$ cat src/rtl/lab_11_decim_fifo.sv
// lab_11_decim_fifo: decimator and first-word-fall-through FIFO behind the moving-average LPF.
// Keeps every DECIM-th valid input sample and queues it for a valid/ready consumer.
// The LPF cannot be stalled, so a kept sample that finds the FIFO full is discarded
// and counted in a saturating drop counter.
module lab_11_decim_fifo #(
    parameter int WIDTH = 16,
    parameter int DECIM = 4,
    parameter int DEPTH = 8,
    parameter int CNT_W = 16
) (
    input  logic                     clk_i,
    input  logic                     arst_n_i,
    input  logic                     clr_i,
    input  logic [WIDTH-1:0]         snk_data_i,
    input  logic                     snk_valid_i,
    output logic [WIDTH-1:0]         src_data_o,
    output logic                     src_valid_o,
    input  logic                     src_ready_i,
    output logic [$clog2(DEPTH):0]   level_o,
    output logic [CNT_W-1:0]         drop_cnt_o
);

    localparam int PTR_W = $clog2(DEPTH);
    localparam int LVL_W = PTR_W + 1;
    // A 1-bit phase register is kept even for DECIM=1 so the widths stay legal.
    localparam int PH_W  = (DECIM > 1) ? $clog2(DECIM) : 1;

    localparam logic [PH_W-1:0]  PH_LAST  = PH_W'(DECIM - 1);
    localparam logic [LVL_W-1:0] LVL_FULL = LVL_W'(DEPTH);
    localparam logic [LVL_W-1:0] LVL_ONE  = LVL_W'(1);
    localparam logic [CNT_W-1:0] CNT_MAX  = {CNT_W{1'b1}};

    logic [WIDTH-1:0] mem_q [DEPTH];

    logic [PH_W-1:0]  phase_q,  phase_d;
    logic [PTR_W-1:0] wr_ptr_q, wr_ptr_d;
    logic [PTR_W-1:0] rd_ptr_q, rd_ptr_d;
    logic [LVL_W-1:0] level_q,  level_d;
    logic [CNT_W-1:0] drop_q,   drop_d;
    logic             valid_q,  valid_d;
    logic [WIDTH-1:0] data_q,   data_d;

    logic pop;
    logic push_req;
    logic full;
    logic push;
    logic drop;
    logic empty_after_pop;

    // Handshake decode: which of push, pop and drop happen this cycle.
    always_comb begin
        pop             = valid_q & src_ready_i;
        push_req        = snk_valid_i && (phase_q == PH_LAST);
        full            = (level_q == LVL_FULL);
        // A pop frees the slot in the same cycle, so a full FIFO still accepts a push.
        push            = push_req && (!full || pop);
        drop            = push_req && full && !pop;
        empty_after_pop = (level_q == '0) || ((level_q == LVL_ONE) && pop);
    end

    // Next-state for phase, pointers, occupancy, drop counter and the registered head.
    always_comb begin
        phase_d  = phase_q;
        wr_ptr_d = wr_ptr_q;
        rd_ptr_d = rd_ptr_q;
        level_d  = level_q;
        drop_d   = drop_q;
        valid_d  = valid_q;
        data_d   = data_q;

        // The phase only moves on real samples; gaps in snk_valid_i do not count.
        if (snk_valid_i) begin
            phase_d = (phase_q == PH_LAST) ? '0 : phase_q + PH_W'(1);
        end

        // Pointers wrap naturally because DEPTH is a power of two.
        if (push) begin
            wr_ptr_d = wr_ptr_q + PTR_W'(1);
        end
        if (pop) begin
            rd_ptr_d = rd_ptr_q + PTR_W'(1);
        end

        // Occupancy is tracked explicitly so full and empty are never ambiguous.
        case ({push, pop})
            2'b10:   level_d = level_q + LVL_ONE;
            2'b01:   level_d = level_q - LVL_ONE;
            default: level_d = level_q;
        endcase

        if (drop && (drop_q != CNT_MAX)) begin
            drop_d = drop_q + CNT_W'(1);
        end

        valid_d = (level_d != '0);

        // Head register: a sample entering an otherwise-empty FIFO bypasses the array;
        // otherwise the head is whatever entry the read pointer lands on. When the
        // FIFO drains, the last value is simply held.
        if (push && empty_after_pop) begin
            data_d = snk_data_i;
        end else if (level_d != '0) begin
            data_d = mem_q[rd_ptr_d];
        end

        // Clear wins over everything; the sample arriving in this cycle is lost silently.
        if (clr_i) begin
            phase_d  = '0;
            wr_ptr_d = '0;
            rd_ptr_d = '0;
            level_d  = '0;
            drop_d   = '0;
            valid_d  = 1'b0;
            data_d   = data_q;
        end
    end

    // Control and head state, cleared asynchronously.
    always_ff @(posedge clk_i or negedge arst_n_i) begin
        if (!arst_n_i) begin
            phase_q  <= '0;
            wr_ptr_q <= '0;
            rd_ptr_q <= '0;
            level_q  <= '0;
            drop_q   <= '0;
            valid_q  <= 1'b0;
            data_q   <= '0;
        end else begin
            phase_q  <= phase_d;
            wr_ptr_q <= wr_ptr_d;
            rd_ptr_q <= rd_ptr_d;
            level_q  <= level_d;
            drop_q   <= drop_d;
            valid_q  <= valid_d;
            data_q   <= data_d;
        end
    end

    // Sample storage; contents are meaningless until written, so no reset is needed.
    always_ff @(posedge clk_i) begin
        if (push && !clr_i) begin
            mem_q[wr_ptr_q] <= snk_data_i;
        end
    end

    assign src_data_o  = data_q;
    assign src_valid_o = valid_q;
    assign level_o     = level_q;
    assign drop_cnt_o  = drop_q;

endmodule

$ cat config.mk
export PLATFORM = sky130hd
export DESIGN_NAME = lab_11_decim_fifo
export DESIGN_NICKNAME = d
export VERILOG_FILES = /design/src/rtl/lab_11_decim_fifo.sv
export SDC_FILE = /design/constraint.sdc
export NUM_CORES = 1
export LEC_CHECK = 0
export BUFFER_PORTS_ARGS = -buffer_cell sky130_fd_sc_hd__clkbuf_2
export CORE_MARGIN = 2
export CORE_UTILIZATION = 30
export CTS_CLUSTER_SIZE = 16
export DETAILED_ROUTE_END_ITERATION = 8
export HOLD_SLACK_MARGIN = 0.06
export PLACE_DENSITY = 0.49
export SLEW_MARGIN = 30
export SYNTH_ARGS = -nofsm -noshare
export SYNTH_HDL_FRONTEND = slang
export SYNTH_SLANG_ARGS = --single-unit
$ cat constraint.sdc
create_clock -name clk_i -period 3.1 [get_ports clk_i]
set_clock_uncertainty 0.2 [all_clocks]
set_input_delay 0.465 -clock clk_i [delete_from_list [all_inputs] [get_ports clk_i]]
set_output_delay 0.465 -clock clk_i [all_outputs]
set_load 0.005 [all_outputs]
* Yosys cells after proc, flatten, opt, wreduce, memory -nomap -nowiden
Memory sizes are Yosys's and may differ from the RTL's.
Index checks and enable logic that the tools add are counted.
** Word-level totals
- Bits in registers :: 45
- Bits in writable memories :: 128
- Bits of input ports :: 21
- Output and inout port bits :: 37
- Word-level logic and storage cells :: 58
- Memories kept :: 1
** Memory list
- mem_q :: words 8, bits a word 16, rd ports 1, clocked after Yosys merged registers in 0, write ports 1, line 33 : logic [WIDTH-1:0] mem_q [DEPTH];
** Cells by class
- Add/sub/neg operators :: 6
- Equality and inequality tests :: 6
- Multiplexer cells :: 16
- Bitwise gates (word level) :: 2
- Reduce and logical (&&, ||, !) cells :: 20
** Operators by type and width (count)
- $mux 16 :: 4
- $add 16x1->16 const B :: 1
- $ne 16x16->1 const B :: 1
- $mux 3 :: 4
- $logic_and 1x1->1 :: 8
- $pmux 4 s2 :: 1
- $reduce_bool 2->1 :: 4
- $add 3x1->3 const B :: 2
- $mux 2 :: 3
- $add 4x1->4 const B :: 1
- $eq 2x2->1 const B :: 2
- $eq 4x1->1 const B :: 1
- $eq 4x4->1 const B :: 1
- $logic_not 4->1 :: 1
- $mux 4 :: 1
- $reduce_bool 4->1 :: 1
- $sub 4x1->4 const B :: 1
- $logic_not 1->1 :: 3
- $mux 1 :: 3
- $add 2x1->2 const B :: 1
- $eq 2x1->1 const B :: 1
- $logic_or 1x1->1 :: 2
- $reduce_and 2->1 :: 1
- $and 1x1->1 :: 1
- $not 1->1 :: 1

* Logic depth before layout (Yosys ltp)
Gate-level depths: netlist (run 1).
- Word-level depth :: 9
- Mapped depth :: 15
- Depth with buffers taken out :: 12

* Worst setup path before layout (run 1)
Ideal clock, no wire load.
- Path kind :: reg2reg
- Start :: reg level_q[0], in the netlist level_o[0]
- End :: mem mem_q[0][0] (enable)
- Setup time :: 409 ps
- Data arrival time :: 2835 ps
- Data required time :: 2491 ps
- Setup slack :: -344 ps
- Cell stages (with the launch flop) :: 9
- Buffers on the path :: 0
- Clock period less this slack :: 3444 ps
- Cells stage by stage :: dfrtp_1 -> inv_1 -> ha_1 -> nand3b_1 -> nor2_1 -> nor2_1 -> inv_1 -> or3_1 -> nor3_1
** Between the ends
- Word-level cells in the longest chain between the ends :: 7
** RTL lines
- start: declaration :: line 38 : logic [LVL_W-1:0] level_q, level_d;
- start signal: assignment :: line 132 : level_q <= level_d;
- $eq 4x4->1 :: line 54 : full = (level_q == LVL_FULL);
- $logic_not 1->1 :: line 56 : push = push_req && (!full || pop);
- $logic_or 1x1->1 :: line 56
- $logic_and 1x1->1 :: line 56
- $logic_and 1x1->1 :: line 141 : if (push && !clr_i) begin
- $mux 1 :: line 141
- $mux 1 (not written as such) :: line 142 : mem_q[wr_ptr_q] <= snk_data_i;
- end: declaration :: line 33
No other way between the ends.

* Worst setup path after layout (run 1)
- Start :: reg level_q[0], in the netlist level_o[0]
- End :: reg data_q[11], in the netlist src_data_o[11]
** Between the ends
- Word-level cells in the longest chain between the ends :: 9
- Elaborated cells between the ends (all ways) :: 18
- Those cells by class :: add/sub (2); eq/ne (4); mux (2); reduce/logical (10)
** RTL lines
- $eq 4x4->1 :: line 54
- $logic_not 1->1 :: line 56
- $logic_or 1x1->1 :: line 56
- $logic_and 1x1->1 :: line 56
- $eq 2x1->1 or $eq 2x2->1 (tied branches) :: line 85 : case ({push, pop})
- $pmux 4 s2 :: line 85
- $reduce_bool 4->1 :: line 102 : end else if (level_d != '0) begin
- $reduce_bool 2->1 (no source line)
- $reduce_and 2->1 (no source line)
- end signal: assignment :: line 135 : data_q <= data_d;
- end: declaration :: line 41 : logic [WIDTH-1:0] data_q, data_d;
Several ways; a longest one is shown, not always the timed one.
A chain may end at the register's enable or synchronous reset.

==> results.toml, run 1 <==
[hold_path]
worstHoldStart = "snk_data_i[14]"
hp-class = "in2reg"
holdPathStages = 1
min_to = "mem_q[4][14]$_DFFE_PP_"

[logic_synthesis]
synthFlopType = "edfxtp_1"
yosysTopAreaCell = "edfxtp_1"
ys_ff_latch = 173
yosys.cell_types.count = 55
yosys-top-cells-area = "edfxtp_1 52%, dfrtp_1 15%, mux4_2 6.1%"
synth_top_area_share_pct = 51.8
avgSynthCellArea_sq_um = 16.5
synth_area_sq_mm = 0.00742
yosysWarningCount = 0
ys_seq_area_share_pct = 67.0
synth_nets = 482
synth_edf_count = 128
netlist_instances = 451
async_reset_ff_share_pct = 26.0

[worst_setup_path]
r2r_slack_ps = 190
start_kind = "flip-flop"
cp.required_ps = 3210
max_stage_delay_ps = 390
slowest_stage = "a311oi_2"
worst-endpoint-arrival_ps = 3020
cp-end-kind = "flip-flop"
r2r_end = "src_data_o[11]$_DFFE_PN0P_"
rr_startpoint = "level_o[0]$_DFF_PN0_"
crit_chain = "inv_1 > ha_1 > nand3b_1 > nor2_1 > nor2_2 > inv_2 > ha_4 > nor3_2 > a311oi_2 > a2111oi_4 > and2_4 > buf_12 > o32ai_1"
crit_start = "level_o[0]$_DFF_PN0_"
crit_fanout = 15
r2r_cells = 13
path_class = "reg2reg"

[placement]
port_buffers = 57
preCtsSetupSlack_ps = -79.7
gp_congestion = 0.783
hpwlAfterDp_um = 11000
placedCellCount = 848

[grt]
grt_busiest_layer = "met2"
gr-usage-met2_pct = 23.1
groute.layer.met3.usage_pct = 3.52
grt_use_met1_pct = 17.8
grt-ovfl-total = 0
antenna_found_initial = 0
grt_pass1_wl_um = 26500
grt_max_degree = 34
grt_pass1_vias = 4482
grt_usage_pct = 13.7

[detailed_routing]
drtAntennaViolNets = 0
routedWlPerCell_um = 19.5
drc = 0
dr.pass1.iters = 4
vias_per_cell = 4.86
dr.first_iter.drc_count = 303
drt_wl_total_um = 17200
num_vias = 4284

[run]
cap_violations = 0

[power]
peakVddDrop_mv = 0.328
p_leak_nw = 3.33
power_density_mw_per_mm2 = 573

[cts]
h-tree-depth = 4
cts_root_buf = "clkbuf_16"
cts_buffer_depth = 2
clkSlewWorstSetupHoldPaths_ps = 70
cts_made_buffers = 17
post_cts_buffers = 0
clk_latency_ps = 420
clkSinkCount = 173
cts_tree = "yes"

[timing]
max_slew_margin_pct = 55.7
finalSetupViolCount = 0
fin_ws_ps = 192
post-route-period-util_pct = 93.8
post-route-min-period_ps = 2910
worst_pin_slew_ps = 664
hold_slack_ps = 142
fmax_mhz = 344
slew_viol_final = 0
hold_violations = 0

[die]
rows = 57
start_util_pct = 30.5
die-area_sq_mm = 0.0260
io_pins = 58
dieHeight_um = 161
core_sq_mm = 0.0243
fp.dieW_um = 161

[finish]
areaGrowthSynthToFinish_pct = 19.9
layout-drive-gt1-share_pct = 30.5
fillers = 2324
nets = 575
fin_util_pct = 36.6
final-instance-count-excl-fill = 881
n_antenna_cell = 0

[run_status]
status = "finished, final reports clean"
[critical path: cells and delay by family (launching register included)]
family,cells,cell delay (ps)
buf+inv,3,320
fa+ha+maj,2,540
simple gates,5,600
flops,1,360
compound gates,3,770
[synthesized netlist by cell type (7+ instances only)]
cell	count
mux4_1	12
dfrtp_1	45
edfxtp_1	128
xor2_1	12
o32ai_1	10
nand4_1	7
nand2_1	9
mux4_2	20
inv_1	26
a21oi_1	7
nor2_1	50
o221ai_1	17
ha_1	10
[layout by cell type, fill, tap and decap left out, types with 5 or more instances in the layout]
cell / netlist / routed
a21oi_1: 7 / 7
and3_1: 6 / 6
buf_4: 3 / 32
clkbuf_16: 0 / 17
clkbuf_2: 0 / 57
clkinv_2: 0 / 5
dfrtp_1: 45 / 44
edfxtp_1: 128 / 128
ha_1: 10 / 8
inv_1: 26 / 25
mux2i_1: 5 / 5
mux4_1: 12 / 12
mux4_2: 20 / 20
nand2_1: 9 / 9
nand3_1: 6 / 6
nand4_1: 7 / 7
nor2_1: 50 / 49
o221ai_1: 17 / 17
o32ai_1: 10 / 10
o32ai_2: 5 / 5
xor2_1: 12 / 12
[state kept, by name, summed over array words and instances (netlist names)]
register,count
drop_cnt_o,16
src_valid_o,1
rd_ptr_q,3
wr_ptr_q,3
level_o,4
mem_q,128
src_data_o,16
phase_q,2
[metrics by stage]
stage / TNS [ps] / area [sq um] / power (mW)
3_3_place_gp: 0 / 8280 / 3.09
4_1_cts: 0 / 8870 / 5.16
5_1_grt: -7.02 / 8900 / 5.29
6_report: 0 / 8900 / 5.10
2_1_floorplan: 0 / 7440 / 2.85
3_5_place_dp: -517 / 8280 / 3.10
[power breakdown]
part	switching [mW]	total (mW)	leakage, nW	internal, mW
combinational	0.192	0.354	1.31	0.162
sequential	0.0918	2.69	1.73	2.60
clock	0.929	2.05	0.284	1.12
total	1.21	5.10	3.33	3.88
[worst max-delay path by stage]
stage               cells after the start                          to  slack, ps
detailed placement                     13  src_data_o[11]$_DFFE_PN0P_        -80
global route                           13   src_data_o[1]$_DFFE_PN0P_         -7
floorplan                              15  src_data_o[11]$_DFFE_PN0P_          9
CTS                                    13  src_data_o[11]$_DFFE_PN0P_         30
finish                                 13  src_data_o[11]$_DFFE_PN0P_        190
global placement                       13   src_data_o[7]$_DFFE_PN0P_        110
[cells by family (layout without fill, tap and decap cells)]
logic type / count (synthesis) / after routing / synth area share [%]
DFF: 173 / 173 / 67.0
and+or+nand+nor: 105 / 105 / 7.13
AOI/OAI and AO/OA: 62 / 62 / 7.32
buffers and inverters: 47 / 153 / 3.47
muxes: 38 / 38 / 11.3
xor gates and xnor gates: 16 / 16 / 2.14
adders and majority gates: 10 / 10 / 1.69
[cell type report]
type / instances / area, sq um / area share, %
timing repair buffer: 93 / 596 / 6.69
sequential: 173 / 4970 / 55.9
multi-input combinational: 231 / 2260 / 25.4
clock buffer: 18 / 429 / 4.82
inverter: 28 / 105 / 1.18
tap: 324 / 405 / 4.56
clock inverter: 14 / 133 / 1.49
[repair_timing]
action / in CTS / in global routing
pin swaps: 0 / 2
hold buffers: 1 / 0
resized for setup: 4 / 4
hold endpoints to repair: 22 / 0
cloned: 0 / 0
endpoints found under the setup margin: 15 / 16
[per-layer routing]
layer / vias to the layer above / share of wire (%)
met1: 2206 / 45
met4: 0 / 0.74
met2: 91 / 50
li1: 1975 / -
met5: - / 0
met3: 12 / 5.0
Power figures use the tool's default switching activity.
==> run 2, diff against run 1 <==
--- a/config.mk
+++ b/config.mk
@@ -12,6 +12,7 @@
 export DETAILED_ROUTE_END_ITERATION = 8
 export HOLD_SLACK_MARGIN = 0.06
 export PLACE_DENSITY = 0.49
+export RECOVER_POWER = 50
 export SLEW_MARGIN = 30
 export SYNTH_ARGS = -nofsm -noshare
 export SYNTH_HDL_FRONTEND = slang
==> results.toml, run 2 (same netlist as run 1, synthesis figures left out) <==
[worst_setup_path]
cp.required_ps = 3220
worst-endpoint-arrival_ps = 3020
cp-end-kind = "flip-flop"
start_kind = "flip-flop"
crit_fanout = 15
rr_startpoint = "level_o[0]$_DFF_PN0_"
path_class = "reg2reg"
crit_start = "level_o[0]$_DFF_PN0_"

[detailed_routing]
vias_per_cell = 4.89
dr_wl_met2_um = 8550
topRoutingLayerUsed = "met5"
dr.first_iter.drc_count = 295
dr.pass1.iters = 4
routedWlPerCell_um = 19.7
num_vias = 4306
drtAntennaViolNets = 0
drc = 0
drt_wl_total_um = 17300
wl_met3_um = 780
m1WireLength_um = 7860

[timing]
fin_ws_ps = 195
timing.setup.tns_ps = 0
finalSetupViolCount = 0
fmax_mhz = 344
post-route-min-period_ps = 2900
worst_pin_slew_ps = 1440
post-route-period-util_pct = 93.7
max_slew_margin_pct = 4.06
slew_viol_final = 0
hold_slack_ps = 143
hold_violations = 0

[die]
start_util_pct = 30.5
core_sq_mm = 0.0243
die-area_sq_mm = 0.0260
dieHeight_um = 161
io_pins = 58
fp.dieW_um = 161
rows = 57

[cts]
clkSinkCount = 173
cts_tree = "yes"
clk_latency_ps = 430
cts_buffer_depth = 2
cts_made_buffers = 17
clkSlewWorstSetupHoldPaths_ps = 70
cts_root_buf = "clkbuf_16"
h-tree-depth = 4

[finish]
n_antenna_cell = 0
fin_area_sq_mm = 0.00886
fin_util_pct = 36.4
final_cell_mix = "128 x edfxtp_1, 49 x nor2_1, 44 x dfrtp_1"
largest_register_ffs = 128
final_common_cell = "edfxtp_1"
layout-drive-gt1-share_pct = 25.1
top_register = "mem_q"
nets = 575
areaGrowthSynthToFinish_pct = 19.3

[grt]
grt-ovfl-total = 0
grt_usage_pct = 13.7
grt_pass1_vias = 4482
antenna_found_initial = 1
grt_pass1_wl_um = 26500
grt_max_degree = 34

[run]
cap_violations = 0

[power]
power_density_mw_per_mm2 = 574
peakVddDrop_mv = 0.328
p_leak_nw = 3.23

[hold_path]
worstHoldStart = "clr_i"
hp-class = "in2reg"

[placement]
gp_congestion = 0.783
port_buffers = 57
hpwlAfterDp_um = 11000
preCtsSetupSlack_ps = -79.7
place_area_sq_mm = 0.00828

[run_status]
status = "finished, final reports clean"
-- run 2: path summary, 6_finish.rpt --
kind / cells past startpoint / endpoint / slack [ps]
max reg2reg: 13 / src_data_o[11]$_DFFE_PN0P_ / 200
min reg2reg: 2 / src_data_o[10]$_DFFE_PN0P_ / 320
max in group asynchronous: 3 / drop_cnt_o[6]$_DFFE_PN0P_ / 690
min in group asynchronous: 2 / drop_cnt_o[13]$_DFFE_PN0P_ / 700
min: 2 / wr_ptr_q[2]$_DFFE_PN0P_ / 140
max: 13 / src_data_o[11]$_DFFE_PN0P_ / 200
-- run 2: what timing repair did --
| item | in CTS | in global routing |
|---|---|---|
| setup buffers | 0 | 0 |
| resized for setup | 4 | 4 |
| pin swaps | 0 | 2 |
| hold buffers | 1 | 0 |
| hold endpoints to repair | 22 | 0 |
| setup endpoints to repair | 15 | 16 |
-- run 2: where the power goes --
part / total, mW / internal [mW] / switching, mW
logic: 0.343 / 0.149 / 0.194
registers: 2.69 / 2.60 / 0.0931
clock network: 2.06 / 1.12 / 0.931
total: 5.09 / 3.87 / 1.22
-- run 2: layout make-up --
class	instances	area, sq um
Inverter	28	105
Timing Repair Buffer	93	556
Tap cell	324	405
Sequential cell	173	4970
Fill cell	2342	15500
Multi-Input combinational cell	231	2260
Clock buffer	18	429
Clock inverter	14	133
-- run 2: stage by stage --
stage	total power, mW	std cells
after detailed placement	3.10	848
final	5.09	881
after global routing	5.28	881
after floorplan	2.85	451
after global placement	3.09	848
after CTS	5.16	881
-- run 2: routing by layer --
metal  vias up  track usage (%)
met5         -                0
met4         2             3.17
met3        14             3.52
met2        93             23.1
met1      2221             17.8
li1       1976                -
-- run 2: critical path, cell delays in order, from the launching register on --
cell and delay, ps:
dfrtp_2 360, inv_1 70, ha_1 210, nand3b_1 110, nor2_1 60, nor2_2 170
inv_2 100, ha_4 330, nor3_2 70, a311oi_2 390, a2111oi_4 90, and2_4 190
buf_12 150, o32ai_1 290
